$ cat config.mk
export PLATFORM = sky130hd
export DESIGN_NAME = men_lsu
export DESIGN_NICKNAME = d
export VERILOG_FILES = /design/src/rtl/men_lsu_pkg.sv /design/src/rtl/men_lsu_load_align.sv /design/src/rtl/men_lsu.sv
export SDC_FILE = /design/constraint.sdc
export NUM_CORES = 1
export LEC_CHECK = 0
export ABC_CLOCK_PERIOD_IN_PS = 3200
export CAP_MARGIN = 25
export CORE_ASPECT_RATIO = 1.75
export CORE_MARGIN = 2
export CORE_UTILIZATION = 42
export DETAILED_ROUTE_END_ITERATION = 12
export HOLD_SLACK_MARGIN = 0.02
export PLACE_DENSITY_LB_ADDON = 0.2
export SYNTH_ARGS = -nofsm -noshare
export SYNTH_HDL_FRONTEND = slang
export SYNTH_SLANG_ARGS = --single-unit
export TNS_END_PERCENT = 50
$ cat constraint.sdc
create_clock -name clk -period 3.2 [get_ports clk]
set_clock_uncertainty 0.2 [all_clocks]
set_input_delay 0.8 -clock clk [delete_from_list [all_inputs] [get_ports clk]]
set_output_delay 0.8 -clock clk [all_outputs]
set_load 0.01 [all_outputs]
$ cat src/rtl/men_lsu_pkg.sv
// Shared definitions for the MEM-stage load/store unit: op codes, FSM states and
// small decode helpers used by the LSU, the decoder and the EX stage.
package men_lsu_pkg;

  localparam logic [7:0] OpLb  = 8'hE0;
  localparam logic [7:0] OpLh  = 8'hE1;
  localparam logic [7:0] OpLw  = 8'hE3;
  localparam logic [7:0] OpLbu = 8'hE4;
  localparam logic [7:0] OpLhu = 8'hE5;
  localparam logic [7:0] OpSb  = 8'hE8;
  localparam logic [7:0] OpSh  = 8'hE9;
  localparam logic [7:0] OpSw  = 8'hEB;

  typedef enum logic [1:0] {
    StIdle = 2'd0,
    StWait = 2'd1,
    StDone = 2'd2
  } lsu_state_e;

  function automatic logic is_load_op(input logic [7:0] op);
    return (op == OpLb) || (op == OpLh) || (op == OpLw) || (op == OpLbu) || (op == OpLhu);
  endfunction

  function automatic logic is_store_op(input logic [7:0] op);
    return (op == OpSb) || (op == OpSh) || (op == OpSw);
  endfunction

  function automatic logic is_mem_op(input logic [7:0] op);
    return is_load_op(op) || is_store_op(op);
  endfunction

  // Halfword ops need addr[0]=0, word ops need addr[1:0]=0; byte ops never fault.
  function automatic logic is_misaligned(input logic [7:0] op, input logic [1:0] lo);
    logic res;
    res = 1'b0;
    case (op)
      OpLh, OpLhu, OpSh: res = lo[0];
      OpLw, OpSw:        res = |lo;
      default:           res = 1'b0;
    endcase
    return res;
  endfunction

  function automatic logic [3:0] lane_sel(input logic [7:0] op, input logic [1:0] lo);
    logic [3:0] sel;
    sel = 4'b1111;
    case (op)
      OpLb, OpLbu, OpSb: sel = 4'b0001 << lo;
      OpLh, OpLhu, OpSh: sel = 4'b0011 << lo;
      default:           sel = 4'b1111;
    endcase
    return sel;
  endfunction

  // Replicate narrow store data across all lanes so the sel mask alone picks the target.
  function automatic logic [31:0] store_wdata(input logic [7:0] op, input logic [31:0] data);
    logic [31:0] wd;
    wd = '0;
    case (op)
      OpSb:    wd = {4{data[7:0]}};
      OpSh:    wd = {2{data[15:0]}};
      OpSw:    wd = data;
      default: wd = '0;
    endcase
    return wd;
  endfunction

endpackage

$ cat src/rtl/men_lsu_load_align.sv
// Combinational load-data extraction: picks the addressed byte/halfword from the
// little-endian bus word and sign- or zero-extends it to 32 bits.
module men_load_align
  import men_lsu_pkg::*;
(
  input  logic [31:0] rdata,
  input  logic [1:0]  addr_lo,
  input  logic [7:0]  op,
  output logic [31:0] result
);

  logic [7:0]  byte_v;
  logic [15:0] half_v;

  assign byte_v = rdata[{addr_lo, 3'b000} +: 8];
  assign half_v = rdata[{addr_lo[1], 4'b0000} +: 16];

  // Extend the selected lane according to the load flavour.
  always_comb begin
    result = '0;
    case (op)
      OpLb:    result = {{24{byte_v[7]}}, byte_v};
      OpLbu:   result = {24'h0, byte_v};
      OpLh:    result = {{16{half_v[15]}}, half_v};
      OpLhu:   result = {16'h0, half_v};
      OpLw:    result = rdata;
      default: result = '0;
    endcase
  end

endmodule

$ cat src/rtl/men_lsu.sv
// MEM-stage load/store unit. Non-memory ops pass straight through; memory ops run
// an IDLE -> WAIT -> DONE handshake on the data bus while stalling the pipeline.
module men_lsu
  import men_lsu_pkg::*;
(
  input  logic        clk,
  input  logic        rst,
  input  logic [31:0] men_w_reg_data,
  input  logic [4:0]  men_w_reg_addr,
  input  logic        men_wd,
  input  logic [7:0]  ex_men_aluop_o,
  input  logic [31:0] o_ex_men_inst_addr,
  input  logic [31:0] o_ex_men_data_use,
  output logic [31:0] men_o_reg_data,
  output logic [4:0]  men_o_reg_addr,
  output logic        men_o_wd,
  output logic        stall_req,
  output logic        dbus_req,
  output logic        dbus_we,
  output logic [3:0]  dbus_sel,
  output logic [31:0] dbus_addr,
  output logic [31:0] dbus_wdata,
  input  logic        dbus_ack,
  input  logic [31:0] dbus_rdata,
  output logic        align_err
);

  lsu_state_e  state_q;
  logic        req_q;
  logic        we_q;
  logic [3:0]  sel_q;
  logic [31:0] addr_q;
  logic [31:0] wdata_q;
  logic [31:0] data_q;

  logic        mem_op;
  logic        load_op;
  logic        misaligned;
  logic [31:0] load_result;

  assign mem_op     = is_mem_op(ex_men_aluop_o);
  assign load_op    = is_load_op(ex_men_aluop_o);
  assign misaligned = mem_op && is_misaligned(ex_men_aluop_o, o_ex_men_inst_addr[1:0]);

  men_load_align u_load_align (
    .rdata   (dbus_rdata),
    .addr_lo (o_ex_men_inst_addr[1:0]),
    .op      (ex_men_aluop_o),
    .result  (load_result)
  );

  // Bus handshake FSM; the EX/MEM inputs stay frozen while stall_req is high, so
  // they can be used directly when capturing the load result.
  always_ff @(posedge clk or negedge rst) begin
    if (!rst) begin
      state_q <= StIdle;
      req_q   <= 1'b0;
      we_q    <= 1'b0;
      sel_q   <= 4'b0000;
      addr_q  <= '0;
      wdata_q <= '0;
      data_q  <= '0;
    end else begin
      case (state_q)
        StIdle: begin
          if (mem_op && !misaligned) begin
            state_q <= StWait;
            req_q   <= 1'b1;
            we_q    <= !load_op;
            sel_q   <= lane_sel(ex_men_aluop_o, o_ex_men_inst_addr[1:0]);
            addr_q  <= {o_ex_men_inst_addr[31:2], 2'b00};
            wdata_q <= store_wdata(ex_men_aluop_o, o_ex_men_data_use);
          end
        end
        StWait: begin
          if (dbus_ack) begin
            state_q <= StDone;
            req_q   <= 1'b0;
            we_q    <= 1'b0;
            data_q  <= load_op ? load_result : '0;
          end
        end
        StDone: state_q <= StIdle;
        default: state_q <= StIdle;
      endcase
    end
  end

  assign dbus_req   = req_q;
  assign dbus_we    = we_q;
  assign dbus_sel   = sel_q;
  assign dbus_addr  = addr_q;
  assign dbus_wdata = wdata_q;

  // Writeback and stall outputs; all forced low while reset is held.
  always_comb begin
    men_o_reg_data = '0;
    men_o_reg_addr = '0;
    men_o_wd       = 1'b0;
    stall_req      = 1'b0;
    align_err      = 1'b0;
    if (rst) begin
      unique case (state_q)
        StIdle: begin
          men_o_reg_data = men_w_reg_data;
          men_o_reg_addr = men_w_reg_addr;
          if (!mem_op) begin
            men_o_wd = men_wd;
          end else if (misaligned) begin
            align_err = 1'b1;
          end else begin
            stall_req = 1'b1;
          end
        end
        StWait: begin
          men_o_reg_data = men_w_reg_data;
          men_o_reg_addr = men_w_reg_addr;
          stall_req      = 1'b1;
        end
        StDone: begin
          men_o_reg_data = data_q;
          men_o_reg_addr = men_w_reg_addr;
          men_o_wd       = load_op && men_wd;
        end
        default: begin
          men_o_reg_data = '0;
        end
      endcase
    end
  end

endmodule

-- Word-level counts from Yosys, hierarchy flattened
Index checks and enable logic that the tools add are counted.
- register bits: 102
- output and inout bits: 110
- bits of input ports: 145
- equality and inequality tests: 12
- shift operators: 4
- reductions and logical operators: 24
- mux-type cells: 28
- operators with widths (operator ; number):
    case mux 32 bit (5 select lines) ; 1
    case mux 32 bit (3 select lines) ; 1
    equality test 8 bit (second input constant) ; 8
    2-to-1 mux 32 bit ; 2
    case mux 32 bit (2 select lines) ; 1
    indexed part select 32 x 6 -> 16 bit ; 1
    indexed part select 32 x 6 -> 8 bit ; 1
    2-to-1 mux 1 bit ; 12
    2-to-1 mux 5 bit ; 2
    case mux 1 bit (2 select lines) ; 5
    OR reduction 3 bit ; 3
    case mux 4 bit (2 select lines) ; 1
    logical OR 1 bit ; 7
    AND reduction 2 bit ; 3
    OR reduction 2 bit ; 3
    2-to-1 mux 2 bit ; 2
    inequality test 2 bit (second input constant) ; 2
    case mux 2 bit (2 select lines) ; 1
    left shift 1 x 2 -> 4 bit (first input constant) ; 1
    left shift 2 x 2 -> 4 bit (first input constant) ; 1
    logical AND 1 bit ; 3
    AND reduction 3 bit ; 1
    equality test 2 x 1 -> 1 bit (second input constant) ; 1
    equality test 2 bit (second input constant) ; 1
    other kinds (3) ; 4

-- Logic depth before layout (Yosys ltp)
Gate-level depths: netlist of the first run.
- depth after elaboration: 11
- mapped depth: 8

-- Hierarchy
Synthesis of the first run repeated with hierarchy kept, for this count alone.
- cells, all modules: 571
- area, all modules: 5790.6 µm²
- modules (own cells, without submodules) (module ; area each (µm²) ; seq. area each (µm²) ; cells each ; instances):
    men_lsu ; 5012.3 ; 2552.4 ; 475 ; 1
    men_load_align ; 778.2 ; 0.0 ; 96 ; 1

-- Worst setup path after synthesis of the first run
No wires, ideal clock.
- path type: input -> output
- from: in ex_men_aluop_o[0]
- to: out stall_req
- path slack: 0.062 ns
- stages on the path: 8
- data arrival time: 2.138 ns
- data required time: 2.200 ns
- cell sequence: buf_2 nand2b_1 a2111oi_4 o21a_1 buf_4 buf_6 buf_4 o21a_1
- cells in the longest elaborated chain, start to end: 11
- elaborated cells between the ends (all ways): 23
- those cells by class: eq/ne: 8; mux: 5; reduce/logical: 10
- RTL lines (what ; line ; source):
    from (decl) ; men_lsu.sv:11 ; input logic [7:0] ex_men_aluop_o,
    branches (longest 8 deep; another with equality test 8 bit) ; n/a ;
    2-to-1 mux 1 bit * ; men_lsu.sv:107 ; if (!mem_op) begin
    case mux 1 bit (2 select lines) * ; men_lsu.sv:103 ; unique case (state_q)
    2-to-1 mux 1 bit * ; men_lsu.sv:102 ; if (rst) begin
    to (decl) ; men_lsu.sv:17 ; output logic stall_req,
Every way passes the cells marked *.

-- Worst setup path after layout of the first run
- from: in o_ex_men_inst_addr[1]
- to: out stall_req
- cells in the longest elaborated chain, start to end: 7
- RTL lines (what ; line ; source):
    from (decl) ; men_lsu.sv:12 ; input logic [31:0] o_ex_men_inst_addr,
    OR reduction 2 bit ; men_lsu_pkg.sv:38 ; OpLw, OpSw: res = |lo;
    case mux 1 bit (2 select lines) ; men_lsu_pkg.sv:36 ; case (op)
    logical AND 1 bit ; men_lsu.sv:43 ; assign misaligned = mem_op && is_misaligned(ex_men_aluop_o, o_ex_men_inst_addr[1:0]);
    2-to-1 mux 1 bit ; men_lsu.sv:109 ; end else if (misaligned) begin
    2-to-1 mux 1 bit ; men_lsu.sv:107 ;
    case mux 1 bit (2 select lines) ; men_lsu.sv:103 ;
    2-to-1 mux 1 bit ; men_lsu.sv:102 ;
No other way between the ends.

==> key figures, run 1 <==
Timing
  • F_max: 317 MHz
  • Min Tclk post-route: 3.15 ns
  • Max-slew violations: 0
  • Slew margin rel.: 0.424
  • Tcrit/Tclk final: 0.986
  • Endpoints failing setup: 0
  • Sum of negative setup slack: 0 ns
  • Actual slew at the worst max-slew pin: 0.864 ns
  • Final count of hold timing violations: 0
  • Final WS setup: 0.0454 ns

Worst setup path
  • Req. time, crit path: 2.20 ns
  • Crit end category: output port
  • Startpoint types: input pin
  • Worst Reg-to-Reg Cells: 6
  • Reg-to-reg endpoint: dbus_addr[7]
  • Worst R2R Start: state_q[0]
  • Critical path type: input pin to output port
  • CP arrival: 2.15 ns
  • R2R setup slack: 0.33 ns
  • CP max FO: 3

GRT
  • Tot GR Track Use: 0.269
  • Largest net degree at the start of global routing: 69
  • Vias in the first global route: 5,760
  • First-pass GRT wire length: 30.0 mm
  • Congestion Overflow GR: 0
  • Antenna violations before repair: 1

Synth
  • Number of synthesized flops with an enable pin: 0
  • Largest family of logic cells by synthesized area: compound AO/OA/AOI/OAI gates
  • Cells after synthesis: 544
  • Synth Register Bits: 102
  • Sequential share of the synthesized area: 0.460
  • Multiplexer share of the synthesized area: 0.169
  • Post-synth top flop: dfrtp_1
  • Synth area leaders: dfrtp_1 (46%), mux2_2 (8.9%), mux2i_1 (6.1%)
  • Post-synth top area share: 0.460
  • Ys async rst share: 1.00
  • Xor/xnor share of the synthesized area: 0
  • Number of distinct library cells after synthesis: 49
  • Top cell type by total area after synthesis: dfrtp_1
  • Syn avg cell area: 10.2 sq um
  • Compound-Gate Fraction of Synth Area: 0.191
  • Post-synthesis simple-gate area fraction: 0.119
  • Post-Synth Adder-Cell Area: 0
  • Synthesized cell area: around 0.0055 sq mm
  • Warnings from Yosys: 0

Worst hold path
  • Hold crit path type: input pin to asynchronous set/reset pin

Clock network
  • H-Tree Depth: 3
  • CTS Buffer Depth: 2
  • Clock Sinks: 102
  • Clk_lat worst skew: 0.34 ns
  • Total CTS buffers: 9
  • Clock root cell: clkbuf_16
  • Clk slew on worst S/H paths: about 0.07 ns
  • CTS tree: done

Cells and area
  • Most common cell after layout, fill and taps aside: clkdlybuf4s50_1
  • Area delta synth->final: 56.2%
  • Layout cells sized above 1: 0.143
  • Commonest non-fill, non-tap cells in the layout: clkdlybuf4s50_1 (239), dfrtp_1 (102), nor2_1 (47)
  • Nets@finish: 943

Flow run
  • # Max-Cap Violations: 0

Run status
  • Status: finished, final reports clean

Power
  • Worst vdd ir: 0.386 mV
  • Pwr dens: 474 mW/mm^2
  • Static leakage: around 3.6 nW
  • Total power: 4.10 mW

Detailed routing
  • Pre-antenna DRT Iters: 5
  • DRC: 0
  • WL final: 19.1 mm
  • DRT antenna net count: 0
  • Initial drt markers: 239
  • WL/cell: slightly below 20 microns
  • Via density: 5.47
  • Vias: ~5.3k

Placed design
  • Gpl congestion: 0.925
  • Number of I/O port buffers: 252
  • Post-detail-place hpwl: 14.8 mm
  • DP Worst Slack: -0.640 ns

Floorplan
  • IO Pins: 255
  • Chip width: around 90 microns
  • Die height: 156 microns
  • Starting density of the core: 0.428
  • Full die area: 0.0142 sq mm
  • Row count: between 50 and 60
  • Core area: between 0.01 and 0.015 sq mm
-- metrics by stage --
| stage | hold WS [ns] | std cells | util | instance area (sq um) |
|---|---|---|---|---|
| after floorplan | 0.251 | 545 | - | 5550 |
| after detailed placement | 0.275 | 955 | 0.642 | 8310 |
| after CTS | 0.0312 | 973 | 0.667 | 8630 |
| final | 0.0473 | 977 | 0.669 | 8660 |
| after global placement | 0.264 | 955 | 0.642 | 8310 |
| after global routing | 0.0304 | 975 | 0.669 | 8650 |
-- report_power, final --
part | internal (mW) | leakage, nW | total (mW) | switching [mW]
Clock | 0.562 | 0.147 | 1.12 | 0.559
Combinational | 0.739 | 2.17 | 1.24 | 0.505
Sequential | 1.57 | 1.30 | 1.74 | 0.163
-- critical path: stages --
cell and delay, ns:
clkdlybuf4s50_1 0.53, a21oi_1 0.10, a2bb2oi_2 0.17, o21a_2 0.22, o21a_1 0.19, buf_2 0.14
-- logic make-up after synthesis --
| family | after synthesis |
|---|---|
| mux | 86 |
| other cells | 1 |
| buf+inv | 66 |
| compound gates | 154 |
| flops | 102 |
| simple gates | 135 |
-- routing by layer --
metal	wire, microns	global-route usage	vias to the layer above	share of wire
met1	6530	0.280	2574	0.34
li1	-	-	2467	-
met2	10300	0.501	259	0.54
met4	877	0.126	0	0.046
met3	1370	0.0681	46	0.072
met5	0	0	-	0
-- worst max path at each step --
stage | start | endpoint | slack [ns]
floorplan | ex_men_aluop_o[0] | stall_req | 0.06
global placement | ex_men_aluop_o[7] | stall_req | -0.59
detailed placement | ex_men_aluop_o[2] | stall_req | -0.64
CTS | ex_men_aluop_o[4] | align_err | 0.01
global route | ex_men_aluop_o[2] | align_err | -0.02
finish | o_ex_men_inst_addr[1] | stall_req | 0.05
-- final cells by class --
| type | count | area (sq um) |
|---|---|---|
| multi-input combinational | 377 | 2700 |
| antenna | 3 | 7.51 |
| fill | 1087 | 4280 |
| inverter | 19 | 71.3 |
| clock buffer | 9 | 225 |
| timing repair buffer | 289 | 2810 |
| sequential | 102 | 2550 |
| clock inverter | 7 | 85.1 |
| tap | 171 | 214 |
-- timing repair --
item,4_1_cts,5_1_grt
pin swaps,3,1
endpoints found under the setup margin,53,3
buffers inserted,2,1
resized for setup,23,3
hold endpoints to repair,0,0
hold buffers,0,0
-- registers in the layout, indices dropped and copies added, names as in the netlist --
name and flops:
dbus_req 1, data_q 32, dbus_we 1, state_q 2, dbus_wdata 32, dbus_sel 4, dbus_addr 30
-- synthesized netlist by cell type, types with 2 or more instances --
| cell | number |
|---|---|
| nand2b_1 | 4 |
| buf_6 | 6 |
| nor3b_1 | 8 |
| nor3_1 | 3 |
| nand3_1 | 3 |
| a21oi_1 | 43 |
| buf_2 | 8 |
| a221oi_1 | 7 |
| nor2b_1 | 10 |
| mux2_1 | 7 |
| buf_4 | 7 |
| dfrtp_1 | 102 |
| o22ai_1 | 7 |
| a21o_1 | 2 |
| a22o_1 | 32 |
| o2111ai_1 | 9 |
| nand2_1 | 38 |
| o21a_1 | 2 |
| and2_1 | 7 |
| inv_1 | 18 |
| o21ai_0 | 29 |
| clkbuf_1 | 24 |
| or2_2 | 3 |
| o2bb2ai_1 | 8 |
| and3_1 | 2 |
| mux2_2 | 44 |
| a22oi_1 | 9 |
| mux2i_1 | 34 |
| nor2_1 | 48 |
No activity file was read; power rests on OpenSTA's default activity.
==> inputs of run 2 (changes only) <==
- ABC_CLOCK_PERIOD_IN_PS: 3200 -> 3400
- clock period: 3.2 -> 3.4 ns (I/O delays scaled with it)
==> key figures, run 2 (same netlist as run 1, synthesis figures left out) <==
Run status
  • Status: finished, final reports clean (unchanged)

Clock network
  • H-Tree Depth: 3 (unchanged)
  • Total CTS buffers: 9 (unchanged)
  • Clock Sinks: 102 (unchanged)
  • Clk_lat worst skew: 0.34 ns (about the same)
  • CTS tree: done (unchanged)
  • Clock root cell: clkbuf_16 (unchanged)
  • Clk slew on worst S/H paths: 0.08 ns (was 0.07 ns)
  • # Post-CTS Setup Buffers: 0 (was 2)
  • CTS Buffer Depth: 2 (unchanged)

Worst setup path
  • Crit path max-delay cell type: clkdlybuf4s50_1 (unchanged)
  • CP max FO: 3 (unchanged)
  • CP cell instances: clkdlybuf4s50_1, and2_4, a2111oi_4, o21a_2, o21a_1, buf_2 (was clkdlybuf4s50_1, a21oi_1, a2bb2oi_2, o21a_2, o21a_1, buf_2)
  • Startpoint types: input pin (unchanged)
  • Crit path largest cell delay: 0.45 ns (was 0.53 ns)
  • Buf/Inv on CP: 2 (unchanged)
  • Delay-heaviest family, CP: compound AO/OA/AOI/OAI gates (unchanged)
  • Crit end category: output port (unchanged)
  • CP arrival: 2.28 ns (was 2.15 ns)
  • Critical path type: input pin to output port (unchanged)
  • R2R setup slack: 0.50 ns (was 0.33 ns)
  • Req. time, crit path: 2.35 ns (was 2.20 ns)

Flow run
  • # Max-Cap Violations: 0 (unchanged)

GRT
  • Largest net degree at the start of global routing: 69 (unchanged)
  • Vias in the first global route: 5,607 (was 5,760)
  • First-pass GRT wire length: 29.9 mm (was 30.0 mm)
  • Antenna violations before repair: 0 (was 1)
  • Congestion Overflow GR: 0 (unchanged)
  • Tot GR Track Use: 0.270 (was 0.269)

Detailed routing
  • Wire length on met2: 10.6 mm (was 10.3 mm)
  • Vias: 5,304 (was 5,346)
  • WL/cell: 19.9 microns (was 19.6 microns)
  • Initial drt markers: 233 (was 239)
  • WL final: 19.3 mm (was 19.1 mm)
  • WL met1: 6.82 mm (was 6.53 mm)
  • Via density: 5.46 (was 5.47)
  • Metal3 WL: 1.25 mm (was 1.37 mm)
  • DRC: 0 (unchanged)
  • DRT antenna net count: 0 (unchanged)
  • Highest routing layer actually used: met4 (unchanged)
  • Pre-antenna DRT Iters: 5 (unchanged)

Timing
  • Final count of hold timing violations: 0 (unchanged)
  • Sum of negative setup slack: 0 ns (unchanged)
  • Tcrit/Tclk final: 0.979
  • Endpoints failing setup: 0 (unchanged)
  • F_max: 300 MHz
  • Actual slew at the worst max-slew pin: 0.869 ns (was 0.864 ns)
  • Min Tclk post-route: 3.33 ns
  • Unrepaired setup endpoints after global routing: no
  • Max-slew violations: 0 (unchanged)
  • Slew margin rel.: 0.421 (was 0.424)

Power
  • Pwr dens: 444 mW/mm^2 (was 474 mW/mm^2)
  • Static leakage: 3.59 nW (was 3.61 nW)
  • Worst vdd ir: 0.397 mV (was 0.386 mV)

Cells and area
  • Layout cells sized above 1: 0.139 (was 0.143)
  • Area delta synth->final: 55.5% (was 56.2%)
  • Most common cell after layout, fill and taps aside: clkdlybuf4s50_1 (unchanged)
  • Nets@finish: 939 (was 943)
  • Final Cell Area: 0.00862 sq mm (was 0.00866 sq mm)
  • Commonest non-fill, non-tap cells in the layout: clkdlybuf4s50_1 (242), dfrtp_1 (102), nor2_1 (47) (was clkdlybuf4s50_1 (239), dfrtp_1 (102), nor2_1 (47))

Floorplan
  • Row count: 55 (unchanged)
  • Starting density of the core: 0.428 (unchanged)
  • Die height: 156 microns (unchanged)
  • Full die area: 0.0142 sq mm (unchanged)
  • Core area: 0.0129 sq mm (unchanged)
  • Chip width: 90.8 microns (unchanged)
  • IO Pins: 255 (unchanged)

Worst hold path
  • Hold crit path type: input pin to asynchronous set/reset pin (unchanged)

Placed design
  • Post-detail-place hpwl: 14.9 mm (was 14.8 mm)
  • Gpl congestion: 0.982 (was 0.925)
  • Cell Area, Placed: 0.00830 sq mm (was 0.00831 sq mm)
  • Number of I/O port buffers: 252 (unchanged)
run 2: path summary, 6_finish.rpt:
check,from,to,cells past startpoint
max,ex_men_aluop_o[3],stall_req,6
min in group clk,data_q[9],data_q[9],2
max in group asynchronous,rst,dbus_sel[1],2
min reg2reg,data_q[9],data_q[9],2
min,rst,dbus_we,1
max reg2reg,state_q[1],dbus_addr[19],5
run 2: metrics by stage:
stage | hold WS (ns) | instances | util | total power, mW | setup slack, ns
6_report | 0.0908 | 971 | 0.666 | 3.83 | 0.0703
3_3_place_gp | 0.263 | 954 | 0.641 | 2.80 | -0.454
2_1_floorplan | 0.251 | 545 | - | 2.09 | 0.162
4_1_cts | 0.0770 | 970 | 0.665 | 3.87 | -0.0106
3_5_place_dp | 0.275 | 954 | 0.641 | 2.84 | -0.499
5_1_grt | 0.0785 | 970 | 0.666 | 4.02 | 0.00295
run 2: per-layer routing:
metal	vias to the layer above	GRT usage
met4	0	0.112
met3	37	0.0565
met1	2574	0.295
met5	-	0
met2	235	0.504
li1	2458	-
run 2: timing repair:
item / CTS / global route
hold buffers: 0 / 0
resized for setup: 22 / 5
pin swaps: 1 / 1
cloned: 0 / 0
endpoints found under the setup margin: 3 / 3
run 2: power by group:
group | switching [mW] | leakage [nW] | internal (mW)
Combinational | 0.482 | 2.15 | 0.697
Sequential | 0.149 | 1.30 | 1.48
Clock | 0.506 | 0.142 | 0.514
Total | 1.14 | 3.59 | 2.69
run 2: final cells by class:
| cell class | count | area, sq um |
|---|---|---|
| Antenna cell | 1 | 2.50 |
| Clock buffer | 9 | 225 |
| Clock inverter | 7 | 65.1 |
| Fill cell | 1088 | 4320 |
| Inverter | 19 | 71.3 |
| Multi-Input combinational cell | 377 | 2690 |
| Sequential cell | 102 | 2550 |
| Tap cell | 171 | 214 |
| Timing Repair Buffer | 285 | 2800 |
